==> src/rtl/prio_pkg.sv <==
// Shared constants and helpers for the priority-encoder family.
package prio_pkg;

    localparam logic MODE_FIXED = 1'b0;
    localparam logic MODE_RR    = 1'b1;

    // Index width for an N-input encoder; a single input still gets one bit.
    function automatic int idx_width(input int n);
        return (n > 1) ? $clog2(n) : 1;
    endfunction

endpackage

==> src/rtl/prio_enc_comb.sv <==
// Combinational priority encoder: highest set index wins.
module prio_enc_comb
    import prio_pkg::*;
#(
    parameter int N = 8,
    parameter int W = idx_width(N)
) (
    input  logic [N-1:0] vec,
    output logic [W-1:0] idx,
    output logic         any
);

    // Ascending scan so a higher set bit overwrites any lower one.
    always_comb begin
        idx = '0;
        any = 1'b0;
        for (int k = 0; k < N; k++) begin
            if (vec[k]) begin
                idx = W'(k);
                any = 1'b1;
            end
        end
    end

endmodule

==> src/rtl/prio_enc_rr.sv <==
// Registered N-input priority encoder with optional round-robin arbitration
// and a valid/ready output handshake. All outputs come straight from flops.
module prio_enc_rr
    import prio_pkg::*;
#(
    parameter int N = 8,
    parameter int W = idx_width(N)   // derived; leave at default
) (
    input  logic         clk,
    input  logic         rst,
    input  logic [N-1:0] req,
    input  logic         rr_en,
    input  logic         out_ready,
    output logic         out_valid,
    output logic [W-1:0] out_idx,
    output logic [N-1:0] out_onehot,
    output logic         out_multi
);

    localparam logic [W-1:0] PTR_MAX = W'(N - 1);

    logic         valid_q, valid_d;
    logic [W-1:0] idx_q, idx_d;
    logic [N-1:0] onehot_q, onehot_d;
    logic         multi_q, multi_d;
    logic [W-1:0] ptr_q, ptr_d;

    logic         load, accept;
    logic [N-1:0] mask, masked;
    logic [W-1:0] m_idx, u_idx, grant_idx;
    logic         m_any, u_any;

    assign accept = valid_q & out_ready;
    assign load   = ~valid_q | out_ready;

    // Pointer steps just below the grant being accepted; the search that
    // loads on this same edge already uses the stepped value, which is what
    // keeps back-to-back round-robin grants rotating at one per cycle.
    always_comb begin
        ptr_d = ptr_q;
        if (accept && (rr_en == MODE_RR)) begin
            ptr_d = (idx_q == '0) ? PTR_MAX : (idx_q - W'(1));
        end
    end

    // Thermometer mask covering bits [ptr:0] of the request vector.
    always_comb begin
        mask = '0;
        for (int k = 0; k < N; k++) begin
            mask[k] = (W'(k) <= ptr_d);
        end
    end

    assign masked = req & mask;

    prio_enc_comb #(.N(N), .W(W)) u_enc_masked (
        .vec (masked),
        .idx (m_idx),
        .any (m_any)
    );

    prio_enc_comb #(.N(N), .W(W)) u_enc_full (
        .vec (req),
        .idx (u_idx),
        .any (u_any)
    );

    assign grant_idx = ((rr_en == MODE_RR) && m_any) ? m_idx : u_idx;

    // Next result: capture a fresh encode on load, otherwise hold bit-stable.
    always_comb begin
        valid_d  = valid_q;
        idx_d    = idx_q;
        onehot_d = onehot_q;
        multi_d  = multi_q;
        if (load) begin
            valid_d  = u_any;
            idx_d    = u_any ? grant_idx : '0;
            multi_d  = ((req & (req - N'(1))) != '0);
            onehot_d = '0;
            for (int k = 0; k < N; k++) begin
                onehot_d[k] = u_any && (grant_idx == W'(k));
            end
        end
    end

    // Output and pointer registers with synchronous reset.
    always_ff @(posedge clk) begin
        if (rst) begin
            valid_q  <= 1'b0;
            idx_q    <= '0;
            onehot_q <= '0;
            multi_q  <= 1'b0;
            ptr_q    <= PTR_MAX;
        end else begin
            valid_q  <= valid_d;
            idx_q    <= idx_d;
            onehot_q <= onehot_d;
            multi_q  <= multi_d;
            ptr_q    <= ptr_d;
        end
    end

    assign out_valid  = valid_q;
    assign out_idx    = idx_q;
    assign out_onehot = onehot_q;
    assign out_multi  = multi_q;

endmodule

==> config.mk <==
export PLATFORM = sky130hd
export DESIGN_NAME = prio_enc_rr
export DESIGN_NICKNAME = d
export VERILOG_FILES = /design/src/rtl/prio_pkg.sv /design/src/rtl/prio_enc_comb.sv /design/src/rtl/prio_enc_rr.sv
export SDC_FILE = /design/constraint.sdc
export NUM_CORES = 1
export LEC_CHECK = 0
export CORE_UTILIZATION = 49
export CTS_CLUSTER_SIZE = 30
export DETAILED_ROUTE_END_ITERATION = 8
export GPL_ROUTABILITY_DRIVEN = 0
export GPL_TIMING_DRIVEN = 0
export PLACE_DENSITY = 0.79
export SETUP_SLACK_MARGIN = 0.5
export SLEW_MARGIN = 20
export SYNTH_ARGS = -nofsm -noshare
export SYNTH_HDL_FRONTEND = slang
export SYNTH_SLANG_ARGS = --single-unit
export TNS_END_PERCENT = 10
==> constraint.sdc <==
create_clock -name clk -period 3.3 [get_ports clk]
set_clock_uncertainty 0.15 [all_clocks]
set_input_delay 0.66 -clock clk [delete_from_list [all_inputs] [get_ports clk]]
set_output_delay 0.66 -clock clk [all_outputs]
set_load 0.005 [all_outputs]
==> impl_metrics.json, run 1 <==
{
  "fin_nets": 176,
  "crit_fanout": 7,
  "firstDrtPassIters": 4,
  "r2r.worst_path.cells": 10,
  "synth_seq_area_share_pct": 29.7,
  "die_w_um": 48.9,
  "finalSetupViolations": 0,
  "avgSynthCellArea_sq_um": 8.23,
  "cts_hold_buffers": 0,
  "synth-adder-area-share_pct": 3.25,
  "clock_sinks": 16,
  "finalHoldViolCount": 0,
  "chipHeight_um": 48.9,
  "cpMostUsedCell": "ha_4",
  "yosys_warnings": 0,
  "p_per_area_mw_per_mm2": 373,
  "hold_class": "flip-flop to flip-flop",
  "timing.final.max_slew_violations": 0,
  "critPathRequiredTime_ps": 3340,
  "holdPathStages": 1,
  "grt_pass1_vias": 1049,
  "syn_nets": 145,
  "p_total_uw": 544,
  "status": "completed",
  "port_buffers": 21,
  "route.vias.total": 1207,
  "crit_slowest_cell": "o41ai_4",
  "dieArea_sq_mm": 0.00239,
  "clkTransAtPathRegs_ps": 100,
  "critPathLaunch": "out_idx[0]",
  "antenna_found_initial": 0,
  "clockBufferDepth": 2,
  "grt_max_degree": 11,
  "dp_slack_ps": 27.0,
  "maxCapViolCount": 0,
  "critPathCaptureType": "flip-flop",
  "ir_drop_mv": 0.260,
  "clk_latency_ps": 300,
  "max_slew_margin_pct": 62.4,
  "num_rows": 16,
  "rsz0062_at_grt": "true",
  "grt_first_pass_wirelength_um": 4770,
  "max_freq_mhz": 345,
  "n_antenna_cell": 0,
  "yosys_most_used_dff": "dfxtp_1",
  "final_cell_count_no_fill": 188,
  "fin_ws_ps": 400,
  "ant_nets": 0,
  "synth_seq_cells": 16,
  "grtUsageTotal_pct": 25.4,
  "synth-xor-area-share_pct": 0,
  "dpl.hpwl_um": 2100,
  "min_from": "out_onehot[3]",
  "path_delay_family": "compound AO/OA/AOI/OAI gates",
  "syn-instance-count": 131,
  "initial_core_util_pct": 53.3,
  "worst_pin_slew_ps": 563,
  "tritoncts": "built",
  "cp_num_cells": 10,
  "cts_inserted_buffers": 3,
  "ys_types": 48,
  "totalWireLength_um": 3160,
  "h-tree-depth": 1,
  "synth_top_family_by_area": "compound AO/OA/AOI/OAI gates",
  "crit_buf_inv": 1,
  "wl_per_cell_um": 16.8,
  "drive_above_1_share_pct": 15.5,
  "ys_async_sr_fraction_pct": 0,
  "synth-compound-area-share_pct": 36.9,
  "fin_crit_ps": 2900,
  "syn_to_final_growth_pct": 35.0,
  "ios": 25,
  "grt-ovfl-total": 0,
  "crit_chain": "inv_2, ha_4, ha_4, and4b_1, mux2i_2, a21o_1, o41ai_4, o211ai_1, a31o_1, a32o_1",
  "core_area_sq_mm": 0.00202,
  "synth_area_sq_mm": 0.00108,
  "slowest_delay_ps": 420,
  "viasPerCell": 6.42,
  "synth_edf_count": 0,
  "worst_setup_path_start_kind": "flip-flop",
  "leakage_nw": 0.537,
  "fin_crit_sh_pct": 87.9,
  "synthMuxAreaShare_pct": 1.86,
  "crit_type": "flip-flop to flip-flop",
  "first_iter_violations": 50,
  "drc": 0,
  "dp.cells": 179,
  "worstPathArrival_ps": 2940,
  "root_buffer": "clkbuf_4",
  "synthSimpleGateAreaFrac_pct": 23.5,
  "setup_tns_ps": 0,
  "rr_startpoint": "out_idx[0]"
}
-- Yosys cell counts (2+ instances only) --
| cell type | count | area [sq um] |
|---|---|---|
| a21oi_1 | 7 | 35.0 |
| buf_2 | 2 | 10.0 |
| mux2i_1 | 2 | 20.0 |
| nand3b_1 | 3 | 22.5 |
| o21a_1 | 2 | 15.0 |
| o31ai_1 | 3 | 22.5 |
| a211o_1 | 3 | 26.3 |
| o211ai_1 | 2 | 15.0 |
| ha_1 | 2 | 25.0 |
| a32o_1 | 8 | 80.1 |
| nor2_1 | 15 | 56.3 |
| clkbuf_1 | 2 | 7.51 |
| a311oi_1 | 2 | 17.5 |
| nor2b_1 | 4 | 25.0 |
| o21ai_0 | 8 | 40.0 |
| a211oi_1 | 3 | 22.5 |
| nor3_1 | 2 | 10.0 |
| and3_1 | 3 | 18.8 |
| and2_1 | 2 | 12.5 |
| dfxtp_1 | 16 | 320 |
| nand4_1 | 2 | 12.5 |
| nand2_1 | 5 | 18.8 |
| nand2b_1 | 3 | 18.8 |
| inv_1 | 6 | 22.5 |
-- timing repair --
action,in CTS,in global routing
hold endpoints to repair,0,0
buffers inserted,0,5
gates resized for setup,5,9
setup endpoints to repair,9,9
pin swaps,4,7
-- power by group --
part           switching [mW]  internal (mW)
combinational          0.0983         0.0934
sequential             0.0119          0.206
clock                  0.0667         0.0673
total                   0.177          0.367
-- placed cells by master, fill, tap and decap left out, types with 2 or more instances in the layout --
cell type	instances
o31ai_1	3
nand2b_1	3
buf_4	6
inv_1	4
inv_2	2
clkdlybuf4s50_1	20
buf_2	2
and2_1	2
nand3b_1	3
o211ai_1	2
nor2_1	15
clkbuf_4	3
nor3_1	2
a21oi_1	7
nor2b_1	3
o21ai_0	8
a311oi_1	2
nand4_1	2
nand2_1	5
dfxtp_1	14
a211o_1	3
a211oi_1	2
clkbuf_1	2
ha_4	2
and3_1	3
o21a_1	2
a32o_1	8
-- path summary, 6_finish.rpt --
| check | endpoint | slack [ps] |
|---|---|---|
| hold reg to reg | out_onehot[3] | 340 |
| setup reg to reg | out_onehot[4] | 400 |
| hold / removal | out_onehot[3] | 340 |
| setup / recovery | out_onehot[4] | 400 |
-- per-stage QoR --
step / utilization [%] / hold WS, ps / cell area [sq um]
2_1_floorplan: - / 316 / 1080
3_3_place_gp: 65.4 / 301 / 1320
3_5_place_dp: 65.4 / 314 / 1320
4_1_cts: 68.5 / 338 / 1390
5_1_grt: 72.0 / 363 / 1460
6_report: 72.0 / 338 / 1460
-- logic make-up (layout without fill, tap and decap cells) --
family                   after synthesis  after routing
AO/OA/AOI/OAI                         52             52
AND/OR/NAND/NOR                       46             46
flip-flops                            16             16
buffers and inverters                 12             42
adder cells (fa/ha/maj)                3              3
multiplexers                           2              2
-- flip-flops by register name, summed over array words and instances (netlist names) --
signal      cells
ptr_q           3
out_idx         3
out_multi       1
out_valid       1
out_onehot      8
-- metal layers --
layer  global-route usage (%)  vias to the layer above  routed length [um]  part of all wire, %
met5                        0                        -                   0                    0
met4                     7.35                        0                  14                 0.44
met3                     5.61                        2                 247                  7.8
met2                     41.7                       63                1540                   49
met1                     33.2                      577                1360                   43
li1                         -                      565                   -                    -
-- area by class of cell --
cell class	count	area, sq um
fill	161	566
sequential	16	325
timing repair buffer	26	246
tap	27	33.8
inverter	6	22.5
multi-input combinational	103	763
clock buffer	4	36.3
buffer	6	28.8
Note: power is estimated with default switching activity, not from simulation.
==> inputs of run 2 (changes only) <==
--- a/config.mk
+++ b/config.mk
@@ -5,12 +5,13 @@
 export SDC_FILE = /design/constraint.sdc
 export NUM_CORES = 1
 export LEC_CHECK = 0
-export CORE_UTILIZATION = 49
+export ABC_CLOCK_PERIOD_IN_PS = 3300
+export CORE_UTILIZATION = 30
 export CTS_CLUSTER_SIZE = 30
 export DETAILED_ROUTE_END_ITERATION = 8
 export GPL_ROUTABILITY_DRIVEN = 0
 export GPL_TIMING_DRIVEN = 0
-export PLACE_DENSITY = 0.79
+export MAX_ROUTING_LAYER = met4
 export SETUP_SLACK_MARGIN = 0.5
 export SLEW_MARGIN = 20
 export SYNTH_ARGS = -nofsm -noshare
==> impl_metrics.json, run 2 (same netlist as run 1, synthesis figures left out) <==
{
  "largest_reg_flops": 8,
  "grt_pass1_vias": 1049,
  "rsz0062_at_grt": "true",
  "h-tree-depth": 1,
  "port_buffers": 21,
  "first_iter_violations": 41,
  "crit_buf_inv": 2,
  "wl_per_cell_um": 14.3,
  "critPathRequiredTime_ps": 3370,
  "chipHeight_um": 62.0,
  "rr_startpoint": "out_idx[0]",
  "worst_setup_path_start_kind": "flip-flop",
  "initial_core_util_pct": 31.8,
  "drc": 0,
  "cts_hold_buffers": 0,
  "fin_crit_ps": 2760,
  "maxCapViolCount": 0,
  "finalSetupViolations": 0,
  "layout_commonest_cell": "clkdlybuf4s50_1",
  "ant_nets": 0,
  "n_antenna_cell": 0,
  "crit_slowest_cell": "o41ai_4",
  "final_cell_count_no_fill": 204,
  "route.vias.total": 1127,
  "timing.final.max_slew_violations": 0,
  "p_total_uw": 500,
  "antenna_found_initial": 0,
  "min_to": "out_onehot[2]",
  "stdcell_area_sq_mm": 0.00146,
  "viasPerCell": 5.52,
  "grtUsageTotal_pct": 16.6,
  "finalHoldViolCount": 0,
  "fill_cells": 353,
  "num_rows": 21,
  "rrSetupSlack_ps": 540,
  "leakage_nw": 0.520,
  "tritoncts": "built",
  "syn_to_final_growth_pct": 35.0,
  "setup_tns_ps": 0,
  "clock_sinks": 16,
  "final_cell_mix": "clkdlybuf4s50_1, nor2_1, dfxtp_1",
  "die_w_um": 62.0,
  "holdPathStages": 1,
  "p_per_area_mw_per_mm2": 343,
  "fin_crit_sh_pct": 83.7,
  "dp.cells": 198,
  "path_delay_family": "compound AO/OA/AOI/OAI gates",
  "firstDrtPassIters": 5,
  "max_freq_mhz": 362,
  "crit_fanout": 7,
  "status": "completed",
  "ir_drop_mv": 0.189,
  "fin_nets": 174,
  "critPathLaunch": "out_idx[0]",
  "crit_chain": "inv_2, ha_4, ha_4, and4b_1, mux2i_2, a21o_1, o41ai_4, o211ai_1, buf_4, a31oi_4, a32o_1",
  "totalWireLength_um": 2910,
  "critPathCaptureType": "flip-flop",
  "slowest_delay_ps": 390,
  "crit_type": "flip-flop to flip-flop",
  "root_buffer": "clkbuf_4",
  "cts_inserted_buffers": 3,
  "hold_class": "flip-flop to flip-flop",
  "r2r.worst_path.cells": 11,
  "min_from": "out_onehot[2]",
  "grt_max_degree": 11,
  "dieArea_sq_mm": 0.00384,
  "drive_above_1_share_pct": 14.6,
  "cpMostUsedCell": "ha_4",
  "clkTransAtPathRegs_ps": 90,
  "place_area_sq_mm": 0.00135,
  "clockBufferDepth": 2,
  "worstPathArrival_ps": 2830,
  "grt-ovfl-total": 0,
  "core_area_sq_mm": 0.00339,
  "dpl.hpwl_um": 2150,
  "clk_latency_ps": 280,
  "rr_endpoint": "out_onehot[1]",
  "grt_first_pass_wirelength_um": 4600,
  "worst_pin_slew_ps": 598,
  "max_slew_margin_pct": 60.0,
  "ios": 25
}
==> run 2: layout make-up <==
class	instances	area (sq um)	area share (%)
multi-input cells	103	768	52.7
flip-flops and latches	16	325	22.3
repair buffers	24	231	15.9
well taps	46	57.6	3.95
plain buffers	6	28.8	1.98
clock buffers	3	22.5	1.55
inverters	6	22.5	1.55
==> run 2: metrics by stage <==
stage / worst slack [ps] / util (%) / hold slack (ps)
2_1_floorplan: 559 / - / 316
3_3_place_gp: 73.1 / 39.7 / 304
3_5_place_dp: 73.7 / 39.7 / 307
4_1_cts: 526 / 41.4 / 334
5_1_grt: 417 / 43.0 / 354
6_report: 539 / 43.0 / 326
==> run 2: metal layers <==
layer  part of all wire, %  GRT usage (%)  wire length (um)  up-vias
met1                    48           21.3              1400      538
met3                   2.5           1.24                73        4
li1                      -              -                 -      559
met5                     0              -                 0        -
met4                   1.0           6.03                29        0
met2                    48           27.2              1410       26
==> run 2: worst reg2reg max path, cell delays in order (launching register included) <==
cell      delay (ps)
dfxtp_4          380
inv_2             50
ha_4             150
ha_4             290
and4b_1          210
mux2i_2           90
a21o_1           210
o41ai_4          390
o211ai_1         180
buf_4            170
a31oi_4          250
a32o_1           190
==> run 2: power by group <==
part	switching, mW	internal [mW]	total, mW
clock	0.0555	0.0423	0.0978
sequential	0.0118	0.206	0.218
combinational	0.0935	0.0903	0.184
total	0.161	0.339	0.500
==> run 2: worst max-delay path by stage <==
| stage | slack [ps] | cells after the start | to |
|---|---|---|---|
| 2_1_floorplan | 560 | 10 | out_onehot[0] |
| 3_3_place_gp | 70 | 8 | out_onehot[6] |
| 3_5_place_dp | 70 | 8 | out_onehot[3] |
| 4_1_cts | 530 | 10 | out_onehot[1] |
| 5_1_grt | 420 | 11 | out_onehot[1] |
| 6_report | 540 | 11 | out_onehot[1] |
==> run 2: timing repair <==
item                       CTS  global route
gates cloned                 0             0
setup endpoints to repair    9             9
gates resized for setup      7             8
pin swaps                    4             8
buffers inserted             0             3
